<file path="src/rtl/vending_controller_param.sv">
// vending_controller_param
//
// Parametrised vending controller. It sits between the coin-acceptor front end and the
// dispenser / change-hopper drivers. Each product has its own price. The controller keeps a
// credit accumulator that is capped at MAX_CREDIT; a coin that would push credit past the cap
// is rejected. Selection and cancel are explicit inputs. Change is paid out serially, one
// coin per cycle, Rs10 first and then Rs5.
//
// All prices and credit values are in units of Rs 5.
//
// Parameters:
//   CREDIT_W   - width of the credit register and of each price entry
//   NUM_PROD   - number of products (must be >= 2)
//   PRICES     - packed price table; entry i sits at [i*CREDIT_W +: CREDIT_W]
//   MAX_CREDIT - largest credit held (must be < 2**CREDIT_W)
//
// Ports:
//   clk               in   system clock, rising edge
//   rst               in   asynchronous active-low reset
//   coin_valid        in   one-cycle coin strobe
//   coin              in   coin code: 01 Rs5, 10 Rs10, 11 Rs20, 00 invalid
//   sel_valid         in   one-cycle product request
//   sel_id            in   requested product index
//   cancel            in   refund request
//   coin_accept       out  pulse: coin added to credit
//   coin_reject       out  pulse: coin returned to the customer
//   product_dispensed out  pulse: product released
//   product_id        out  index of the last dispensed product (held between vends)
//   sel_error         out  pulse: invalid selection or insufficient credit
//   change_valid      out  pulse: one change coin is output
//   change_coin       out  01 Rs5, 10 Rs10, 00 when change_valid is low
//   credit            out  current credit
//   busy              out  high while change is being returned
//
// Every output comes straight from a flop. Inputs sampled at edge k are answered in
// cycle k+1.

module vending_controller_param #(
  parameter int unsigned                   CREDIT_W   = 6,
  parameter int unsigned                   NUM_PROD   = 4,
  parameter logic [NUM_PROD*CREDIT_W-1:0]  PRICES     = {6'd4, 6'd3, 6'd2, 6'd1},
  parameter int unsigned                   MAX_CREDIT = 8,
  localparam int unsigned                  ID_W       = $clog2(NUM_PROD)
) (
  input  logic                clk,
  input  logic                rst,
  input  logic                coin_valid,
  input  logic [1:0]          coin,
  input  logic                sel_valid,
  input  logic [ID_W-1:0]     sel_id,
  input  logic                cancel,
  output logic                coin_accept,
  output logic                coin_reject,
  output logic                product_dispensed,
  output logic [ID_W-1:0]     product_id,
  output logic                sel_error,
  output logic                change_valid,
  output logic [1:0]          change_coin,
  output logic [CREDIT_W-1:0] credit,
  output logic                busy
);

  typedef enum logic [1:0] {StIdle, StCredit, StChange} state_e;

  localparam logic [1:0] CoinRs5  = 2'b01;
  localparam logic [1:0] CoinRs10 = 2'b10;
  localparam logic [1:0] CoinRs20 = 2'b11;

  state_e state_q, state_d;

  logic [CREDIT_W-1:0] credit_q, credit_d;
  logic [ID_W-1:0]     product_id_q, product_id_d;
  logic [1:0]          change_coin_q, change_coin_d;
  logic                coin_accept_q, coin_accept_d;
  logic                coin_reject_q, coin_reject_d;
  logic                product_dispensed_q, product_dispensed_d;
  logic                sel_error_q, sel_error_d;
  logic                change_valid_q, change_valid_d;

  // ---------------------------------------------------------------------------
  // Shared datapath decode
  // ---------------------------------------------------------------------------

  logic [CREDIT_W-1:0] coin_val;
  logic                coin_nonzero;
  logic [CREDIT_W:0]   credit_sum;
  logic                coin_fits;

  always_comb begin
    coin_val = '0;
    case (coin)
      CoinRs5:  coin_val = CREDIT_W'(1);
      CoinRs10: coin_val = CREDIT_W'(2);
      CoinRs20: coin_val = CREDIT_W'(4);
      default:  coin_val = '0;
    endcase
  end

  assign coin_nonzero = coin_valid && (coin != 2'b00);

  // The sum is one bit wider than credit so the cap compare can never see a wrapped value.
  assign credit_sum = {1'b0, credit_q} + {1'b0, coin_val};
  assign coin_fits  = (credit_sum <= (CREDIT_W+1)'(MAX_CREDIT));

  // Look up the price by scanning the table. Any index with no matching entry, which can
  // happen when NUM_PROD is not a power of two, is flagged as out of range.
  logic [CREDIT_W-1:0] sel_price;
  logic                sel_in_range;
  logic                sel_ok;
  logic [CREDIT_W-1:0] sel_remainder;

  always_comb begin
    sel_price    = '0;
    sel_in_range = 1'b0;
    for (int unsigned i = 0; i < NUM_PROD; i++) begin
      if (sel_id == ID_W'(i)) begin
        sel_price    = PRICES[i*CREDIT_W +: CREDIT_W];
        sel_in_range = 1'b1;
      end
    end
  end

  assign sel_ok        = sel_in_range && (sel_price <= credit_q);
  assign sel_remainder = credit_q - sel_price;

  // Change denomination for this cycle: Rs10 while at least two units remain, else Rs5.
  logic                change_big;
  logic [CREDIT_W-1:0] change_left;

  assign change_big  = (credit_q >= CREDIT_W'(2));
  assign change_left = change_big ? (credit_q - CREDIT_W'(2))
                                  : (credit_q - CREDIT_W'(1));

  // ---------------------------------------------------------------------------
  // State and output registers
  // ---------------------------------------------------------------------------

  always_ff @(posedge clk or negedge rst) begin
    if (!rst) begin
      state_q             <= StIdle;
      credit_q            <= '0;
      product_id_q        <= '0;
      change_coin_q       <= 2'b00;
      coin_accept_q       <= 1'b0;
      coin_reject_q       <= 1'b0;
      product_dispensed_q <= 1'b0;
      sel_error_q         <= 1'b0;
      change_valid_q      <= 1'b0;
    end else begin
      state_q             <= state_d;
      credit_q            <= credit_d;
      product_id_q        <= product_id_d;
      change_coin_q       <= change_coin_d;
      coin_accept_q       <= coin_accept_d;
      coin_reject_q       <= coin_reject_d;
      product_dispensed_q <= product_dispensed_d;
      sel_error_q         <= sel_error_d;
      change_valid_q      <= change_valid_d;
    end
  end

  // ---------------------------------------------------------------------------
  // Next state and credit
  // ---------------------------------------------------------------------------

  always_comb begin
    state_d  = state_q;
    credit_d = credit_q;
    case (state_q)
      StIdle, StCredit: begin
        // Priority: cancel, then selection, then coin.
        if (cancel) begin
          if (credit_q != '0) begin
            state_d = StChange;
          end
        end else if (sel_valid) begin
          if (sel_ok) begin
            credit_d = sel_remainder;
            state_d  = (sel_remainder != '0) ? StChange : StIdle;
          end
        end else if (coin_nonzero && coin_fits) begin
          credit_d = credit_sum[CREDIT_W-1:0];
          state_d  = StCredit;
        end
      end
      StChange: begin
        if (credit_q == '0) begin
          // Never entered with zero credit; recover anyway.
          state_d = StIdle;
        end else begin
          credit_d = change_left;
          state_d  = (change_left == '0) ? StIdle : StChange;
        end
      end
      default: begin
        state_d  = StIdle;
        credit_d = '0;
      end
    endcase
  end

  // ---------------------------------------------------------------------------
  // Next values of the registered outputs
  // ---------------------------------------------------------------------------

  always_comb begin
    coin_accept_d       = 1'b0;
    coin_reject_d       = 1'b0;
    product_dispensed_d = 1'b0;
    sel_error_d         = 1'b0;
    change_valid_d      = 1'b0;
    change_coin_d       = 2'b00;
    product_id_d        = product_id_q;
    case (state_q)
      StIdle, StCredit: begin
        if (cancel || sel_valid) begin
          // A coin that loses to cancel or select goes straight back to the customer.
          coin_reject_d = coin_nonzero;
          if (!cancel) begin
            if (sel_ok) begin
              product_dispensed_d = 1'b1;
              product_id_d        = sel_id;
            end else begin
              sel_error_d = 1'b1;
            end
          end
        end else if (coin_nonzero) begin
          coin_accept_d = coin_fits;
          coin_reject_d = !coin_fits;
        end
      end
      StChange: begin
        // Selection and cancel are ignored here; every valid coin is bounced.
        coin_reject_d = coin_nonzero;
        if (credit_q != '0) begin
          change_valid_d = 1'b1;
          change_coin_d  = change_big ? CoinRs10 : CoinRs5;
        end
      end
      default: begin
        coin_reject_d = coin_nonzero;
      end
    endcase
  end

  assign coin_accept       = coin_accept_q;
  assign coin_reject       = coin_reject_q;
  assign product_dispensed = product_dispensed_q;
  assign product_id        = product_id_q;
  assign sel_error         = sel_error_q;
  assign change_valid      = change_valid_q;
  assign change_coin       = change_coin_q;
  assign credit            = credit_q;
  assign busy              = (state_q == StChange);

endmodule

</file>
<file path="config.mk">
export PLATFORM = sky130hd
export DESIGN_NAME = vending_controller_param
export DESIGN_NICKNAME = d
export VERILOG_FILES = /design/src/rtl/vending_controller_param.sv
export SDC_FILE = /design/constraint.sdc
export NUM_CORES = 1
export LEC_CHECK = 0
export CAP_MARGIN = 20
export CORE_MARGIN = 2
export CORE_UTILIZATION = 45
export DETAILED_ROUTE_END_ITERATION = 10
export PLACE_DENSITY = 0.81
export SETUP_SLACK_MARGIN = 0.02
export SLEW_MARGIN = 20
export SYNTH_ARGS = -nofsm -noshare
export SYNTH_HDL_FRONTEND = slang
export SYNTH_SLANG_ARGS = --single-unit
export TNS_END_PERCENT = 50
</file>
<file path="constraint.sdc">
create_clock -name clk -period 5 [get_ports clk]
set_input_delay 1.25 -clock clk [delete_from_list [all_inputs] [get_ports clk]]
set_output_delay 1.25 -clock clk [all_outputs]
set_load 0.01 [all_outputs]
</file>
==> flow_metrics.env, run 1 <==
export IMPL_antennaDiodeCount=0
export IMPL_slowest_delay_ns=0.47
export IMPL_clockPowerShare=0.067
export IMPL_yosysTopAreaCellShare=0.291
export IMPL_hold_class="flop to flop"
export IMPL_post_cts_buffers=0
export IMPL_setup_violations=0
export IMPL_sw_frac_of_total=0.484
export IMPL_overflow=0
export IMPL_ys_seq_area_frac=0.291
export IMPL_period_share=0.739
export IMPL_r2r_end="product_id[1]"
export IMPL_io_pins=25
export IMPL_fmax_mhz=271
export IMPL_yosysMostFrequentCell="dfrtp_1"
export IMPL_port_buffers=24
export IMPL_dr_first_iter_drc_count=47
export IMPL_initial_core_util=0.474
export IMPL_r2r_setup_slack_ns=2.18
export IMPL_p_int_uw=556
export IMPL_cp_cell_sequence="clkdlybuf4s50_1, ha_1, fa_1, nor2b_1, nor3_1, a31oi_1, nand3_1, mux2_2"
export IMPL_reg2reg_from="credit[1]"
export IMPL_fin_crit_ns=3.69
export IMPL_cts_tree="yes"
export IMPL_grt_usage=0.223
export IMPL_crit_required_ns=5.18
export IMPL_synthCells=164
export IMPL_synthFlopType="dfrtp_1"
export IMPL_clk_pin_slew_ns=0.10
export IMPL_cp_depth=8
export IMPL_synth_commonest_cells="dfrtp_1 (17), inv_1 (14), ha_1 (12), nor2_1 (12), o21ai_0 (12)"
export IMPL_sequentialPowerShare=0.262
export IMPL_grt_pass1_vias=1290
export IMPL_fin_nets=211
export IMPL_clock_root_buffer="clkbuf_4"
export IMPL_firstDrtPassIters=4
export IMPL_synth_seq_cells=17
export IMPL_drv_cap=0
export IMPL_synth_edff_count=0
export IMPL_slew_violations=0
export IMPL_grt_pass1_wl_mm=6.13
export IMPL_hold_slack_ns=0.514
export IMPL_slew_headroom=0.477
export IMPL_worstPathArrival_ns=3.88
export IMPL_status="finished clean"
export IMPL_hold_depth=2
export IMPL_synthArstFlopShare=1.00
export IMPL_final_cell_area_um2=1750
export IMPL_final_setup_skew_ns=0.00804
export IMPL_die_x_um=61.0
export IMPL_slowest_stage="clkdlybuf4s50_1"
export IMPL_fin_util=0.567
export IMPL_placementRows=20
export IMPL_yosys_area_top_type="dfrtp_1"
export IMPL_end_kind="flop"
export IMPL_clk_latency_ns=0.29
export IMPL_hold_end="product_id[0]"
export IMPL_synthTopCellsByArea="dfrtp_1 (29%), ha_1 (10%), o21ai_0 (4.1%), a21oi_1 (3.8%), inv_1 (3.6%)"
export IMPL_routed_wl_mm=3.71
export IMPL_cts_num_sinks=17
export IMPL_hold_viol_final=0
export IMPL_cts_hold_buf=0
export IMPL_p_sw_uw=522
export IMPL_syn_area_um2=1460
export IMPL_cp_max_fo=4
export IMPL_drcViolationCount=0
export IMPL_p_per_area_nw_per_um2=617
export IMPL_cts_max_path_buffers=2
export IMPL_routabilityCongestion=0.927
export IMPL_r2r_cells=7
export IMPL_p_leak_uw=0.000766
export IMPL_htreeDepth=1
export IMPL_grt_setup_unrepaired="no"
export IMPL_core_um2=3080
export IMPL_die_y_um=61.0
export IMPL_area_delta_synth_final_pct=19.5
export IMPL_vdd_drop_max_v=0.000316
export IMPL_startpoint="sel_id[0]"
export IMPL_tightestPinTransition_ns=0.782
export IMPL_yosys_warnings=0
export IMPL_placed_area_um2=1720
export IMPL_critPathTopFamily="adder cells"
export IMPL_combPwrFrac=0.671
export IMPL_antenna_found_initial=0
export IMPL_dp_hpwl_mm=2.92
export IMPL_critPathKind="input pin to flop"
export IMPL_drtAntennaViolNets=0
export IMPL_grt_max_degree=18
export IMPL_drive_above_1_share=0.0909
export IMPL_cts_resized=0
export IMPL_worst_path_buf_inv=1
export IMPL_cts_inserted_buffers=3
export IMPL_setup_tns_ns=0
export IMPL_dieArea_um2=3720
export IMPL_critPathLaunchType="input pin"
export IMPL_num_vias=1372
export IMPL_synth_cell_types=51
export IMPL_routedWlPerCell_um=16.1
export IMPL_syn_nets=187
export IMPL_worstHoldStart="product_id[0]"
export IMPL_avgViaCountPerCell=5.94
export IMPL_avgSynthCellArea_um2=8.90
==> power by group through the flow <==
stage | Sequential, uW | Clock, uW | Combinational [uW]
after global routing | 293 | 83.3 | 796
after global placement | 281 | 0 | 715
after CTS | 280 | 77.1 | 717
after detailed placement | 284 | 0 | 712
after floorplan | 257 | 0 | 513
final | 282 | 72.2 | 723
==> flip-flops by register name, summed over array words and instances (netlist names), 2 cells and up <==
signal,count
credit,6
state_q,2
change_coin,2
product_id,2
==> layer usage <==
metal  up-vias  wire [um]  track usage
met5         -          0            0
met1       659       1520        0.298
met4         0         38       0.0435
met2        60       1850        0.378
li1        649          -            -
met3         4        304       0.0448
==> through the flow <==
step / instances / worst slack [ns] / power (uW)
3_3_place_gp: 227 / 1.11 / 996
6_report: 231 / 1.31 / 1080
5_1_grt: 231 / 1.21 / 1170
3_5_place_dp: 227 / 1.03 / 996
4_1_cts: 231 / 1.35 / 1070
2_1_floorplan: 164 / 1.67 / 770
==> tightest hold or removal path: stages (launching register included) <==
cell	delay, ns
dfrtp_1	0.36
nand2_1	0.05
o21ai_0	0.07
==> cells in the final DEF (no fill, tap or decap), types with 2 or more instances in the layout <==
cell             instances
a211oi_1                 2
a21o_1                   2
a21oi_1                 11
a32oi_1                  2
and2_1                   3
clkbuf_4                 3
clkdlybuf4s50_1         24
dfrtp_1                 17
fa_1                     2
ha_1                    12
inv_1                   14
mux2i_1                  4
nand2_1                  9
nand3_1                  2
nand4_1                  2
nand4b_1                 3
nor2_1                  12
nor2b_1                  4
nor3_1                   9
o21a_1                   2
o21ai_0                 12
o31ai_1                  2
or2_2                    2
or4_4                    2
xor2_1                   4
==> area by class of cell <==
type                            instances  area [um2]
Clock buffer                            4        26.3
Fill cell                             283        1330
Inverter                               14        52.6
Multi-Input combinational cell        128         946
Sequential cell                        17         425
Tap cell                               44        55.1
Timing Repair Buffer                   24         240
==> cell families (layout without fill, tap and decap cells) <==
kind of cell | count (synthesis) | in the layout | synth area share
mux | 5 | 5 | 0.0351
flops | 17 | 17 | 0.291
fa+ha+maj | 14 | 14 | 0.130
xor+xnor | 5 | 5 | 0.0300
compound gates | 47 | 47 | 0.234
buf+inv | 19 | 42 | 0.0608
simple gates | 57 | 57 | 0.219
==> worst max-delay path by stage <==
| stage | slack [ns] | to |
|---|---|---|
| global route | 1.21 | credit[5] |
| detailed placement | 1.03 | product_id[1] |
| global placement | 1.11 | product_id[1] |
| CTS | 1.35 | product_id[1] |
| floorplan | 1.67 | credit[5] |
| finish | 1.31 | product_id[1] |
Note: power is estimated with default switching activity, not from simulation.
==> run 2: changes to the inputs <==
--- a/config.mk
+++ b/config.mk
@@ -9,7 +9,7 @@
 export CORE_MARGIN = 2
 export CORE_UTILIZATION = 45
 export DETAILED_ROUTE_END_ITERATION = 10
-export PLACE_DENSITY = 0.81
+export PLACE_DENSITY = 0.83
 export SETUP_SLACK_MARGIN = 0.02
 export SLEW_MARGIN = 20
 export SYNTH_ARGS = -nofsm -noshare
==> constraint.sdc (replaced) <==
create_clock -name clk -period 3.1 [get_ports clk]
set_input_delay 0.775 -clock clk [delete_from_list [all_inputs] [get_ports clk]]
set_output_delay 0.775 -clock clk [all_outputs]
set_load 0.01 [all_outputs]
==> run 2 against run 1 <==
Net effect: setup slack worse by 1.2 ns; clock-buffer cell count is 1 lower; non-clock buffer count is 17 higher; power is 79% higher; combinational power is 88% higher; critical path type unchanged; clock skew is 0.0070 ns lower; worst hold slack worse by 0.0072 ns; die area stayed put; first-iteration DRC count is 85% higher.
==> flow_metrics.env, run 2 (synthesis gave the netlist of run 1 again) <==
export IMPL_layout_common_cells="clkdlybuf4s50_1 (22), dfrtp_1 (17), buf_4 (17)"
export IMPL_worstHoldStart="product_id[0]"
export IMPL_hold_end="product_id[0]"
export IMPL_grt_pass1_vias=1303
export IMPL_status="finished clean"
export IMPL_num_vias=1422
export IMPL_r2r_cells=7
export IMPL_avgViaCountPerCell=5.73
export IMPL_fin_nets=228
export IMPL_period_share=0.957
export IMPL_fmax_mhz=337
export IMPL_worstPathArrival_ns=3.16
export IMPL_p_per_area_nw_per_um2=999
export IMPL_layout_setup_ws_ns=0.133
export IMPL_core_um2=3080
export IMPL_slowest_stage="clkdlybuf4s50_1"
export IMPL_place_ws_ns=-0.380
export IMPL_clk_pin_slew_ns=0.10
export IMPL_grt_max_degree=18
export IMPL_fin_crit_ns=2.97
export IMPL_die_y_um=61.0
export IMPL_slew_headroom=0.451
export IMPL_tightestPinTransition_ns=0.822
export IMPL_largest_reg_flops=6
export IMPL_r2r_setup_slack_ns=0.47
export IMPL_dp_cells=242
export IMPL_cts_tree="yes"
export IMPL_routabilityCongestion=1.02
export IMPL_setup_violations=0
export IMPL_hold_viol_final=0
export IMPL_drcViolationCount=0
export IMPL_antenna_found_initial=0
export IMPL_p_leak_uw=0.000874
export IMPL_grt_pass1_wl_mm=6.18
export IMPL_total_power_uw=1930
export IMPL_initial_core_util=0.474
export IMPL_final_cell_area_um2=1930
export IMPL_dp_hpwl_mm=2.93
export IMPL_hold_class="flop to flop"
export IMPL_htreeDepth=1
export IMPL_crit_required_ns=3.30
export IMPL_antennaDiodeCount=0
export IMPL_dr_first_iter_drc_count=87
export IMPL_cts_inserted_buffers=3
export IMPL_vdd_drop_max_v=0.000489
export IMPL_critPathKind="input pin to flop"
export IMPL_grt_usage=0.228
export IMPL_end_kind="flop"
export IMPL_firstDrtPassIters=4
export IMPL_io_pins=25
export IMPL_cp_cell_sequence="clkdlybuf4s50_1, ha_1, fa_1, nor2b_1, nor3_1, a31oi_1, nand3_2, mux2_2"
export IMPL_fin_cells=248
export IMPL_grt_setup_unrepaired="no"
export IMPL_dieArea_um2=3720
export IMPL_overflow=0
export IMPL_cts_max_path_buffers=2
export IMPL_drtAntennaViolNets=0
export IMPL_area_delta_synth_final_pct=32.0
export IMPL_die_x_um=61.0
export IMPL_slew_violations=0
export IMPL_critPathLaunchType="input pin"
export IMPL_cp_max_fo=4
export IMPL_hold_depth=2
export IMPL_placed_area_um2=1830
export IMPL_placementRows=20
export IMPL_r2r_end="product_id[1]"
export IMPL_routed_wl_mm=3.97
export IMPL_clock_root_buffer="clkbuf_4"
export IMPL_port_buffers=24
export IMPL_drv_cap=0
export IMPL_final_common_cell="clkdlybuf4s50_1"
export IMPL_slowest_delay_ns=0.45
export IMPL_routedWlPerCell_um=16.0
export IMPL_reg2reg_from="credit[1]"
export IMPL_drive_above_1_share=0.225
export IMPL_fin_util=0.626
export IMPL_clk_latency_ns=0.30
export IMPL_final_setup_skew_ns=0.000999
export IMPL_cts_num_sinks=17
[run 2: cell count changes in the layout (fill, tap and decap cells not counted), sizes merged]
cell	change
buf	+17
clkbuf	-1
clkdlybuf4s50	-2
clkinv	+1
dlymetal6s2s	+2
[run 2: where the power goes]
part           total [uW]  switching, uW  internal, uW
Combinational        1360            693           664
Clock                 122           73.9          48.2
Sequential            447            144           302
Total                1930            911          1010
[run 2: through the flow]
| stage | TNS [ns] | hold slack (ns) |
|---|---|---|
| after floorplan | 0 | 0.479 |
| after global placement | -1.65 | 0.474 |
| after detailed placement | -2.80 | 0.476 |
| after CTS | 0 | 0.505 |
| after global routing | 0 | 0.542 |
| final | 0 | 0.507 |
[run 2: critical path, delay by kind of cell]
kind / cells / cell delay, ns
AO/OA/AOI/OAI: 1 / 0.36
multiplexers: 1 / 0.30
AND/OR/NAND/NOR: 3 / 0.48
adder cells (fa/ha/maj): 2 / 0.81
buffers and inverters: 1 / 0.45
[run 2: worst max-delay path by stage]
stage / to / cells after the start / from
5_1_grt: product_id[1] / 8 / sel_id[0]
2_1_floorplan: credit[5] / 9 / coin[0]
4_1_cts: product_id[1] / 8 / sel_id[0]
3_5_place_dp: credit[5] / 10 / coin[1]
3_3_place_gp: credit[5] / 10 / coin[1]
6_report: product_id[1] / 8 / sel_id[0]
[run 2: metal layers]
metal  up-vias  GRT usage  share of wire
li1        676          -              -
met2        84      0.381           0.49
met3        10     0.0384          0.081
met4         0     0.0621          0.019
met5         -          0              0
met1       652      0.304           0.41
[run 2: layout make-up]
type                       count  area, um2
fill                         265       1150
clock inverter                 1       5.00
tap                           44       55.1
sequential                    17        425
timing repair buffer          41        373
inverter                      14       52.6
clock buffer                   3       22.5
multi-input combinational    128        995
[run 2: timing repair]
action	CTS	global route
hold buffers	0	0
setup endpoints to repair	6	8
setup buffers	0	2
resized for setup	1	14
pin swaps	1	4
==> run 3: changes to the inputs <==
--- a/config.mk
+++ b/config.mk
@@ -9,6 +9,7 @@
 export CORE_MARGIN = 2
 export CORE_UTILIZATION = 45
 export DETAILED_ROUTE_END_ITERATION = 10
+export GPL_ROUTABILITY_DRIVEN = 0
 export PLACE_DENSITY = 0.83
 export SETUP_SLACK_MARGIN = 0.02
 export SLEW_MARGIN = 20
==> run 3 against run 2 <==
Net effect: setup slack worse by 0.054 ns; utilization down 2.0 points; cell count down 1.6%; clock-buffer cell count unchanged; register-to-register slack worse by 0.04 ns; critical path type unchanged; sequential share of layout area up 0.72 points; via count unchanged.
==> flow_metrics.env, run 3 (synthesis gave the netlist of run 1 again) <==
export IMPL_tightestPinTransition_ns=0.807
export IMPL_placementRows=20
export IMPL_cp_cell_sequence="clkdlybuf4s50_1, ha_1, fa_1, nor2b_1, nor3_1, a31oi_1, buf_4, o221ai_1, o2bb2a_4"
export IMPL_crit_required_ns=3.35
export IMPL_grt_setup_unrepaired="no"
export IMPL_fin_util=0.607
export IMPL_cts_inserted_buffers=3
export IMPL_fin_cells=244
export IMPL_hold_viol_final=0
export IMPL_final_setup_skew_ns=0.00216
export IMPL_worstHoldStart="product_id[0]"
export IMPL_worstPathArrival_ns=3.27
export IMPL_p_per_area_nw_per_um2=1010
export IMPL_cts_tree="yes"
export IMPL_total_power_uw=1880
export IMPL_slew_violations=0
export IMPL_routedWlPerCell_um=16.1
export IMPL_drtAntennaViolNets=0
export IMPL_drv_cap=0
export IMPL_final_common_cell="clkdlybuf4s50_1"
export IMPL_cp_max_fo=3
export IMPL_grt_pass1_vias=1342
export IMPL_port_buffers=24
export IMPL_die_x_um=61.0
export IMPL_hold_class="flop to flop"
export IMPL_antennaDiodeCount=0
export IMPL_vdd_drop_max_v=0.000452
export IMPL_critPathKind="input pin to flop"
export IMPL_fmax_mhz=331
export IMPL_clock_root_buffer="clkbuf_4"
export IMPL_setup_violations=0
export IMPL_drcViolationCount=0
export IMPL_fin_nets=224
export IMPL_dieArea_um2=3720
export IMPL_slew_headroom=0.460
export IMPL_dp_cells=240
export IMPL_htreeDepth=1
export IMPL_slowest_stage="clkdlybuf4s50_1"
export IMPL_dp_hpwl_mm=3.01
export IMPL_initial_core_util=0.474
export IMPL_io_pins=25
export IMPL_r2r_cells=8
export IMPL_end_kind="flop"
export IMPL_p_leak_uw=0.000836
export IMPL_layout_common_cells="clkdlybuf4s50_1 (24), dfrtp_1 (17), inv_1 (14)"
export IMPL_num_vias=1422
export IMPL_core_um2=3080
export IMPL_clk_latency_ns=0.30
export IMPL_fillers=281
export IMPL_routed_wl_mm=3.93
export IMPL_cts_hold_buf=0
export IMPL_critPathTopFamily="adder cells"
export IMPL_antenna_found_initial=0
export IMPL_area_delta_synth_final_pct=27.8
export IMPL_grt_pass1_wl_mm=6.33
export IMPL_cts_max_path_buffers=2
export IMPL_grt_max_degree=18
export IMPL_clk_pin_slew_ns=0.10
export IMPL_post_cts_buffers=0
export IMPL_dr_first_iter_drc_count=80
export IMPL_largest_reg_flops=6
export IMPL_avgViaCountPerCell=5.83
export IMPL_slowest_delay_ns=0.45
export IMPL_drive_above_1_share=0.180
export IMPL_grt_usage=0.236
export IMPL_critPathLaunchType="input pin"
export IMPL_worst_path_buf_inv=2
export IMPL_cp_depth=9
export IMPL_overflow=0
export IMPL_status="finished clean"
export IMPL_reg2reg_from="credit[1]"
export IMPL_die_y_um=61.0
export IMPL_period_share=0.975
export IMPL_cts_num_sinks=17
export IMPL_fin_crit_ns=3.02
export IMPL_firstDrtPassIters=4
export IMPL_hold_depth=2
export IMPL_startpoint="sel_id[0]"
==> run 3: layout make-up <==
type                            count  area [um2]  share of cell area
Inverter                           14        52.6              0.0282
Sequential cell                    17         425               0.228
Tap cell                           44        55.1              0.0295
Clock buffer                        3        22.5              0.0121
Clock inverter                      1        5.00             0.00268
Timing Repair Buffer               37         338               0.181
Multi-Input combinational cell    128         968               0.519
==> run 3: power by group <==
part / switching (uW) / leakage (uW) / internal (uW)
sequential: 158 / 0.000215 / 302
clock: 75.9 / 0.0000177 / 48.2
combinational: 656 / 0.000604 / 636
total: 890 / 0.000836 / 987
==> run 3: stage by stage <==
stage	area [um2]	setup TNS [ns]	setup WS, ns	hold slack (ns)
after floorplan	1460	0	0.246	0.479
after detailed placement	1820	-3.04	-0.387	0.477
after global placement	1820	-1.67	-0.278	0.475
after CTS	1850	0	0.0689	0.507
final	1870	0	0.0787	0.513
after global routing	1870	0	0.0198	0.540
==> run 3: layer usage <==
metal,wire (um),part of all wire,vias up,track usage
met2,1970,0.50,60,0.412
met1,1640,0.42,679,0.289
met5,0,0,-,0
li1,-,-,674,-
met3,269,0.068,9,0.0426
met4,55,0.014,0,0.0839
==> run 3: tightest hold or removal path: cells and delay by family (launching register included) <==
kind               cells  cell delay (ns)
DFF                    1             0.36
AOI/OAI and AO/OA      1             0.07
and+or+nand+nor        1             0.05
==> run 3: what timing repair did <==
item,4_1_cts,5_1_grt
pin swaps,1,1
gates resized for setup,1,6
setup endpoints to repair,6,8
hold endpoints to repair,0,0
==> run 3: worst paths after layout <==
path | to | slack, ns
max reg2reg | state_q[1] | 0.43
min reg2reg | product_id[0] | 0.51
max in group asynchronous | credit[3] | 1.67
min in group asynchronous | product_id[1] | 0.93
max | state_q[1] | 0.08
min | product_id[0] | 0.51
